==> config.mk <==
export PLATFORM = sky130hd
export DESIGN_NAME = dpram_128x8_fifo_ctrl
export DESIGN_NICKNAME = d
export VERILOG_FILES = /design/src/rtl/dpram_128x8_fifo_ctrl.sv
export SDC_FILE = /design/constraint.sdc
export NUM_CORES = 1
export LEC_CHECK = 0
export BUFFER_PORTS_ARGS = -buffer_cell sky130_fd_sc_hd__buf_4
export CORE_MARGIN = 3
export CORE_UTILIZATION = 39
export CTS_BUF_LIST = sky130_fd_sc_hd__clkbuf_16
export CTS_CLUSTER_SIZE = 28
export DETAILED_ROUTE_END_ITERATION = 10
export PLACE_DENSITY = 0.68
export SYNTH_ARGS = -nofsm -noshare
export SYNTH_HDL_FRONTEND = slang
export SYNTH_SLANG_ARGS = --single-unit
==> constraint.sdc <==
create_clock -name clk -period 7.9 [get_ports clk]
set_input_delay 1.58 -clock clk [delete_from_list [all_inputs] [get_ports clk]]
set_output_delay 1.58 -clock clk [all_outputs]
set_load 0.1 [all_outputs]
==> src/rtl/dpram_128x8_fifo_ctrl.sv <==
// Push/pop FIFO controller that drives the dpram_128x8 memory tile.
// The RAM's registered data_out becomes a read stream qualified by rd_valid.
module dpram_128x8_fifo_ctrl #(
  parameter int DATA_WIDTH    = 8,
  parameter int ADDR_WIDTH    = 7,
  parameter int AFULL_THRESH  = 120,
  parameter int AEMPTY_THRESH = 8
) (
  input  logic                  clk,
  input  logic                  R,
  input  logic                  push,
  input  logic [DATA_WIDTH-1:0] push_data,
  input  logic                  pop,
  output logic [DATA_WIDTH-1:0] rd_data,
  output logic                  rd_valid,
  output logic                  full,
  output logic                  empty,
  output logic                  almost_full,
  output logic                  almost_empty,
  output logic [ADDR_WIDTH:0]   count,
  output logic                  overflow,
  output logic                  underflow,
  output logic                  mem_wen,
  output logic [ADDR_WIDTH-1:0] mem_waddr,
  output logic [DATA_WIDTH-1:0] mem_data_in,
  output logic                  mem_ren,
  output logic [ADDR_WIDTH-1:0] mem_raddr,
  input  logic [DATA_WIDTH-1:0] mem_data_out
);

  localparam logic [ADDR_WIDTH:0] DEPTH_C  = (ADDR_WIDTH+1)'(1 << ADDR_WIDTH);
  localparam logic [ADDR_WIDTH:0] AFULL_C  = (ADDR_WIDTH+1)'(AFULL_THRESH);
  localparam logic [ADDR_WIDTH:0] AEMPTY_C = (ADDR_WIDTH+1)'(AEMPTY_THRESH);

  logic [ADDR_WIDTH-1:0] wptr;
  logic [ADDR_WIDTH-1:0] rptr;
  logic                  push_acc;
  logic                  pop_acc;

  // Flags come from the registered count only; a same-cycle pop never frees room for a push.
  assign full         = (count == DEPTH_C);
  assign empty        = (count == '0);
  assign almost_full  = (count >= AFULL_C);
  assign almost_empty = (count <= AEMPTY_C);

  assign push_acc = push & ~full;
  assign pop_acc  = pop & ~empty;

  assign mem_wen     = push_acc;
  assign mem_waddr   = wptr;
  assign mem_data_in = push_data;
  assign mem_ren     = pop_acc;
  assign mem_raddr   = rptr;

  // The RAM output register only loads on ren, so it already holds the last word read.
  assign rd_data = mem_data_out;

  // NOTE: non-blocking assignments so every register samples pre-edge values of its peers.
  always_ff @(posedge clk or posedge R) begin
    if (R) begin
      wptr      <= '0;
      rptr      <= '0;
      count     <= '0;
      rd_valid  <= 1'b0;
      overflow  <= 1'b0;
      underflow <= 1'b0;
    end else begin
      if (push_acc) wptr <= wptr + 1'b1;
      if (pop_acc)  rptr <= rptr + 1'b1;
      case ({push_acc, pop_acc})
        2'b10:   count <= count + 1'b1;
        2'b01:   count <= count - 1'b1;
        default: count <= count;
      endcase
      rd_valid  <= pop_acc;
      overflow  <= overflow  | (push & full);
      underflow <= underflow | (pop & empty);
    end
  end

endmodule
Word level (Yosys, flattened, before mapping)
Index checks and enable logic that the tools add are counted.
Word-level totals
  register bits: 25
  output and inout port bits: 47
Operators by class
  equality and inequality tests: 3
  reductions and logical operators: 2
  bitwise gates (word level): 8
  add/sub/neg operators: 4
  mux-type cells: 1
  magnitude comparators: 2
Operator list (count)
  case mux 8 bit (2 select lines): 1
  adder 7 x 1 -> 7 bit, second input constant: 2
  adder 8 x 1 -> 8 bit, second input constant: 1
  equality test 8 bit, second input constant: 1
  greater-or-equal comparator 8 x 7 -> 1 bit, second input constant: 1
  <= comparator 8 x 4 -> 1 bit, second input constant: 1
  logical NOT 8 bit: 1
  subtractor 8 x 1 -> 8 bit, second input constant: 1
  bitwise AND 1 bit: 4
  equality test 2 x 1 -> 1 bit, second input constant: 1
  equality test 2 bit, second input constant: 1
  NOT 1 bit: 2
  OR 1 bit: 2
  nonzero test 2 bit: 1

Longest topological paths before layout
Gate-level depths: netlist of run 1.
  word-level depth: 5
  depth in mapped cells: 12

Worst setup path before layout of run 1
OpenSTA, ideal clock, no wires.
  path kind: flip-flop to output port
  from: register count[4]
  to: output almost_empty
  buffers on the path: 0
  cell stages (with the launch flop): 3
  slack: 2.677 ns
  arrival: 3.643 ns
  path through: dfrtp_1 -> or3_1 -> a211oi_1
Between the ends
  word-level cells in the longest chain between the ends: 1
Ends and longest elaborated chain
  start, declared: RTL line 20  | output logic [ADDR_WIDTH:0] count,
  start signal, assigned: RTL line 71  | 2'b10: count <= count + 1'b1;
  start signal, assigned: RTL line 72  | 2'b01: count <= count - 1'b1;
  start signal, assigned: RTL line 73  | default: count <= count;
  <= comparator 8 x 4 -> 1 bit: RTL line 44  | assign almost_empty = (count <= AEMPTY_C);
  end, declared: RTL line 19  | output logic almost_empty,
No other way between the ends.

Worst setup path in the final report of run 1
  from: input pop
  to: output mem_ren
Between the ends
  word-level cells in the longest chain between the ends: 1
Ends and longest elaborated chain
  start, declared: RTL line 13  | input logic pop,
  bitwise AND 1 bit: RTL line 47  | assign pop_acc = pop & ~empty;
  end, declared: RTL line 26  | output logic mem_ren,
No other way between the ends.

==> impl_metrics.json, run 1 <==
{
  "startpoint_type": "primary input",
  "clock_insertion_delay_worst_skew_ns": 0.25,
  "design.portCount": 67,
  "status": "finished, final reports clean",
  "critical_path.endpoint_type": "output pin",
  "min_period_over_period": 0.531,
  "ant_nets": 0,
  "count_of_routing_violations_after_the_opening_detailed_route_iteration": 49,
  "finalHoldViolations": 0,
  "num-nets-final": 194,
  "ys_top_cells_by_area": "sky130_fd_sc_hd__dfrtp_1, sky130_fd_sc_hd__buf_4, sky130_fd_sc_hd__xnor2_1",
  "max_clock_freq_mhz": 238,
  "routed_wire_length_per_instance_um": 14.5,
  "first_global_vias": 1141,
  "finalCoreUtilization": 0.480,
  "timing.slew.headroom": 0.349,
  "layout_min_cycle_time_ns": 4.20,
  "postRouteWirelength_um": 3050,
  "cts.sink_count": 25,
  "routed-wl-met2_um": 1450,
  "synth_cell_type_count": 39,
  "total_global_routing_overflow": 0,
  "netlist.area_leader.share": 0.411,
  "gp_congestion": 0.812,
  "cts_root_buf": "sky130_fd_sc_hd__clkbuf_16",
  "die_span_y_um": 68.5,
  "initial_core_util": 0.410,
  "critical_path_class": "primary input to output pin",
  "grt_pass1_wl_um": 5230,
  "grt_start_max_net_pins": 26,
  "groute.usage.overall": 0.145,
  "maxCapViolations": 0,
  "async_flop_share": 1.00,
  "netlist_instances": 143,
  "setup_violations": 0,
  "fin_skew_ns": 0.00184,
  "setup_repair_after_global_routing_missed_its_margin": "false",
  "netlist_area_mm2": 0.00152,
  "synthesized_area_per_cell_um2": 10.7,
  "post_drt_via_cell_ratio": 5.35,
  "yosys_register_bits": 25,
  "critical_path_arrival_ns": 2.62,
  "clk_path_buf_depth": 2,
  "core_region_area_mm2": 0.00372,
  "core.rowCount": 22,
  "seq_area_frac_synth": 0.411,
  "vias": 1129,
  "cts_max_level": 1,
  "cts_tree": "built",
  "wirelength_met1_um": 1320,
  "worst-endpoint-required_ns": 6.32,
  "placement.io_buffers": 34,
  "detailroute.wirelength.met3_um": 234,
  "number_of_antenna_violations_at_the_first_check_in_global_routing": 0,
  "cts-resized-gates": 0,
  "synthFlopType": "sky130_fd_sc_hd__dfrtp_1",
  "top_layer": "met4",
  "setup_tns_ns": 0,
  "cts_made_buffers": 3,
  "worst_slew_pin_slew_ns": 0.976,
  "worst_setup_hold_path_clk_slew_ns": 0.06,
  "yosys.cell_count.top_type": "sky130_fd_sc_hd__dfrtp_1",
  "die-area_mm2": 0.00469,
  "post_route_cells_drive_above_1_share": 0.270,
  "synth_warnings": 0,
  "detailedRoute.firstPassIterationCount": 4,
  "cts_hold_repair.buffers": 0,
  "dp.final_hpwl_um": 2300,
  "die_width_um": 68.5,
  "post_cts_buffers": 0,
  "area_growth_syn_to_layout_pct": 17.0,
  "antenna_cells": 0,
  "slew_violations": 0,
  "synth-edff-count": 0,
  "synthesis.nets": 173,
  "synth_area_leader_cell": "sky130_fd_sc_hd__dfrtp_1",
  "drc_errors": 0,
  "synth_top_cells_by_count": "sky130_fd_sc_hd__dfrtp_1, sky130_fd_sc_hd__buf_4, sky130_fd_sc_hd__xnor2_1",
  "hp-class": "register to register",
  "fin_hold_ws_ns": 0.459,
  "critical_path_peak_fanout": 8
}
==> kinds of logic after synthesis <==
| family | count (synthesis) | share of synthesized area |
|---|---|---|
| AND/OR/NAND/NOR | 37 | 0.149 |
| AO/OA/AOI/OAI | 26 | 0.119 |
| flip-flops | 25 | 0.411 |
| buffers and inverters | 24 | 0.103 |
| XOR/XNOR | 16 | 0.0920 |
| adder cells (fa/ha/maj) | 10 | 0.0870 |
| multiplexers | 5 | 0.0394 |
==> registers in the layout, indices dropped and copies added, names as in the netlist <==
register	count
count	8
rd_valid	1
underflow	1
overflow	1
mem_raddr	7
mem_waddr	7
==> through the flow <==
step / cells / setup slack, ns / cell area [µm²]
global route: 211 / 3.65 / 1780
floorplan: 143 / 2.68 / 1520
detailed placement: 207 / 3.59 / 1700
finish: 211 / 3.70 / 1780
global placement: 207 / 3.77 / 1700
CTS: 211 / 3.71 / 1780
==> placed cells by master (no fill, tap or decap), types with 2 or more instances in the layout <==
| master | netlist | routed |
|---|---|---|
| sky130_fd_sc_hd__clkbuf_16 | 0 | 3 |
| sky130_fd_sc_hd__nor2_1 | 7 | 7 |
| sky130_fd_sc_hd__xor2_1 | 3 | 3 |
| sky130_fd_sc_hd__nand4_1 | 5 | 5 |
| sky130_fd_sc_hd__buf_4 | 16 | 34 |
| sky130_fd_sc_hd__ha_1 | 9 | 9 |
| sky130_fd_sc_hd__a21o_1 | 4 | 4 |
| sky130_fd_sc_hd__inv_1 | 5 | 6 |
| sky130_fd_sc_hd__dfrtp_1 | 25 | 25 |
| sky130_fd_sc_hd__and3_1 | 3 | 3 |
| sky130_fd_sc_hd__mux2_4 | 2 | 2 |
| sky130_fd_sc_hd__a21oi_1 | 3 | 3 |
| sky130_fd_sc_hd__mux2i_1 | 3 | 3 |
| sky130_fd_sc_hd__xnor2_1 | 13 | 13 |
| sky130_fd_sc_hd__nand2_1 | 9 | 9 |
| sky130_fd_sc_hd__a211oi_1 | 4 | 4 |
| sky130_fd_sc_hd__o21bai_1 | 2 | 2 |
| sky130_fd_sc_hd__o21ai_0 | 5 | 5 |
| sky130_fd_sc_hd__nor4_4 | 2 | 2 |
| sky130_fd_sc_hd__nand3_1 | 2 | 2 |
| sky130_fd_sc_hd__nor2b_1 | 2 | 2 |
==> final timing paths <==
path | depth (start not counted) | slack (ns) | to | startpoint
setup / recovery | 3 | 3.70 | mem_ren | pop
hold / removal | 1 | 0.46 | overflow$_DFF_PP0_ | overflow$_DFF_PP0_
setup reg to reg | 10 | 4.41 | count[7]$_DFFE_PP0P_ | count[0]$_DFFE_PP0P_
hold reg to reg | 1 | 0.46 | overflow$_DFF_PP0_ | overflow$_DFF_PP0_
max in group asynchronous | 2 | 5.75 | mem_waddr[5]$_DFFE_PP0P_ | R
min in group asynchronous | 2 | 1.56 | mem_waddr[2]$_DFFE_PP0P_ | R
==> layer usage <==
metal | GRT usage | up-vias
li1 | - | 530
met1 | 0.180 | 540
met2 | 0.244 | 49
met3 | 0.0276 | 10
met4 | 0.0645 | 0
met5 | 0 | -
==> area by class of cell <==
cell class | instances | area (µm²)
well taps | 48 | 60.1
clock buffers | 3 | 75.1
inverters | 6 | 22.5
clock inverters | 1 | 3.75
fillers | 349 | 1930
repair buffers | 34 | 255
flip-flops and latches | 25 | 626
multi-input cells | 94 | 741
==> worst max-delay path: stages <==
cell                      delay (ns)
sky130_fd_sc_hd__buf_4          0.09
sky130_fd_sc_hd__nor2b_1        0.53
sky130_fd_sc_hd__buf_4          0.41
Power of run 1 is left out: the tool's default activity adds up to more than one toggle a clock period on the data nets, which glitch-free logic cannot reach.
==> inputs of run 2 (changes only) <==
clock period = 4.15 ns   (was 7.9 ns; I/O delays follow)
==> impl_metrics.json, run 2 (synthesis results as in run 1) <==
{
  "worst_r2r_path_depth": 10,
  "layout_min_cycle_time_ns": 3.26,
  "clock_insertion_delay_worst_skew_ns": 0.26,
  "slew_violations": 0,
  "mostFrequentLayoutCells": "sky130_fd_sc_hd__buf_4, sky130_fd_sc_hd__dfrtp_1, sky130_fd_sc_hd__xnor2_1",
  "ant_nets": 0,
  "core.rowCount": 22,
  "design.portCount": 67,
  "mostFrequentLayoutCell": "sky130_fd_sc_hd__buf_4",
  "setup_violations": 0,
  "min_path_cells": 1,
  "fin_hold_ws_ns": 0.461,
  "groute.usage.overall": 0.143,
  "seq_area_um2": 639,
  "routed_wire_length_per_instance_um": 14.9,
  "regToRegEndpoint": "count[7]$_DFFE_PP0P_",
  "cts_max_level": 1,
  "cts.sink_count": 25,
  "max_clock_freq_mhz": 307,
  "hold_path.startpoint": "underflow$_DFF_PP0_",
  "placedCellCount": 207,
  "gr-max-usage-layer": "met2",
  "total_global_routing_overflow": 0,
  "clk_path_buf_depth": 2,
  "critical_path_arrival_ns": 3.41,
  "die-area_mm2": 0.00469,
  "dpl_cell_area_mm2": 0.00174,
  "met2_usage": 0.237,
  "regMostFlops": "count",
  "area_growth_syn_to_layout_pct": 19.3,
  "worst-endpoint-required_ns": 4.30,
  "vias": 1143,
  "core_region_area_mm2": 0.00372,
  "multiInputGateArea_um2": 758,
  "worst_slew_pin_slew_ns": 0.949,
  "startpoint_type": "register",
  "min_period_over_period": 0.786,
  "num-nets-final": 194,
  "post_cts_buffers": 0,
  "drc_errors": 0,
  "post_drt_via_cell_ratio": 5.42,
  "layout.cells.non_filler": 211,
  "cts_root_buf": "sky130_fd_sc_hd__clkbuf_16",
  "post_route_cells_drive_above_1_share": 0.344,
  "cts_hold_repair.buffers": 0,
  "cts_tree": "built",
  "cts_made_buffers": 3,
  "gp_congestion": 0.840,
  "detailedRoute.firstPassIterationCount": 4,
  "postRouteWirelength_um": 3140,
  "placement.io_buffers": 34,
  "globalRouteMet1Util": 0.176,
  "final_cell_area_mm2": 0.00182,
  "worst_setup_hold_path_clk_slew_ns": 0.07,
  "r2r_slack_ns": 0.89,
  "die_width_um": 68.5,
  "hp-class": "register to register",
  "critical_path_class": "register to register",
  "finalHoldViolations": 0,
  "cts-resized-gates": 0,
  "die_span_y_um": 68.5,
  "global_route_met3_utilization": 0.0405,
  "initial_core_util": 0.410,
  "number_of_antenna_violations_at_the_first_check_in_global_routing": 0,
  "critical_path.endpoint_type": "register",
  "regToRegStartpoint": "count[4]$_DFFE_PP0P_",
  "fillCellCount": 355,
  "status": "finished, final reports clean",
  "whs_endpoint": "underflow$_DFF_PP0_",
  "dp.final_hpwl_um": 2320,
  "number_of_flip_flops_in_the_largest_register": 8,
  "grt_pass1_wl_um": 5000,
  "maxCapViolations": 0,
  "setup_repair_after_global_routing_missed_its_margin": "false",
  "timing.slew.headroom": 0.367,
  "count_of_routing_violations_after_the_opening_detailed_route_iteration": 65,
  "antenna_cells": 0,
  "grt_start_max_net_pins": 26,
  "fin_skew_ns": 0.00503,
  "first_global_vias": 1037,
  "critical_path_peak_fanout": 10
}
-- run 2: changes by cell type in the layout (fill, tap and decap cells not counted), moves of 2 or more --
cell	delta
sky130_fd_sc_hd__a211oi_1	-2
sky130_fd_sc_hd__a211oi_2	+2
sky130_fd_sc_hd__dfrtp_1	-7
sky130_fd_sc_hd__dfrtp_2	+5
sky130_fd_sc_hd__dfrtp_4	+2
-- run 2: final cells by class --
cell class,instances,share of cell area
sequential,25,0.352
tap,48,0.0330
inverter,6,0.0124
clock buffer,3,0.0413
timing repair buffer,34,0.140
clock inverter,1,0.00413
multi-input combinational,94,0.417
-- run 2: critical path, cell delays in order, from the launching register on --
cell	delay, ns
sky130_fd_sc_hd__dfrtp_4	0.51
sky130_fd_sc_hd__or3_4	0.44
sky130_fd_sc_hd__nor4_4	0.32
sky130_fd_sc_hd__nor2b_1	0.23
sky130_fd_sc_hd__ha_2	0.31
sky130_fd_sc_hd__ha_1	0.34
sky130_fd_sc_hd__a211oi_2	0.25
sky130_fd_sc_hd__nor2_1	0.11
sky130_fd_sc_hd__a221oi_1	0.32
sky130_fd_sc_hd__xnor2_1	0.11
sky130_fd_sc_hd__a32o_1	0.21
-- run 2: stage by stage --
| step | TNS (ns) | setup WS [ns] | util |
|---|---|---|---|
| finish | 0 | 0.889 | 0.489 |
| global route | 0 | 0.756 | 0.489 |
| CTS | 0 | 0.856 | 0.489 |
| detailed placement | 0 | 0.858 | 0.467 |
| global placement | 0 | 0.983 | 0.467 |
| floorplan | -0.0406 | -0.0406 | - |
-- run 2: worst max-delay path by stage --
stage | from | end | slack (ns) | depth (start not counted)
2_1_floorplan | count[4]$_DFFE_PP0P_ | count[7]$_DFFE_PP0P_ | -0.04 | 11
3_3_place_gp | pop | count[7]$_DFFE_PP0P_ | 0.98 | 9
3_5_place_dp | pop | count[7]$_DFFE_PP0P_ | 0.86 | 9
4_1_cts | count[4]$_DFFE_PP0P_ | count[7]$_DFFE_PP0P_ | 0.86 | 10
5_1_grt | count[4]$_DFFE_PP0P_ | count[7]$_DFFE_PP0P_ | 0.76 | 10
6_report | count[4]$_DFFE_PP0P_ | count[7]$_DFFE_PP0P_ | 0.89 | 10
-- run 2: per-layer routing --
metal | part of all wire | routed length [µm] | vias up
li1 | - | - | 530
met2 | 0.48 | 1510 | 59
met5 | 0 | 0 | -
met4 | 0.019 | 60 | 0
met1 | 0.42 | 1330 | 546
met3 | 0.078 | 246 | 8
Power of run 2 is left out for the same reason.
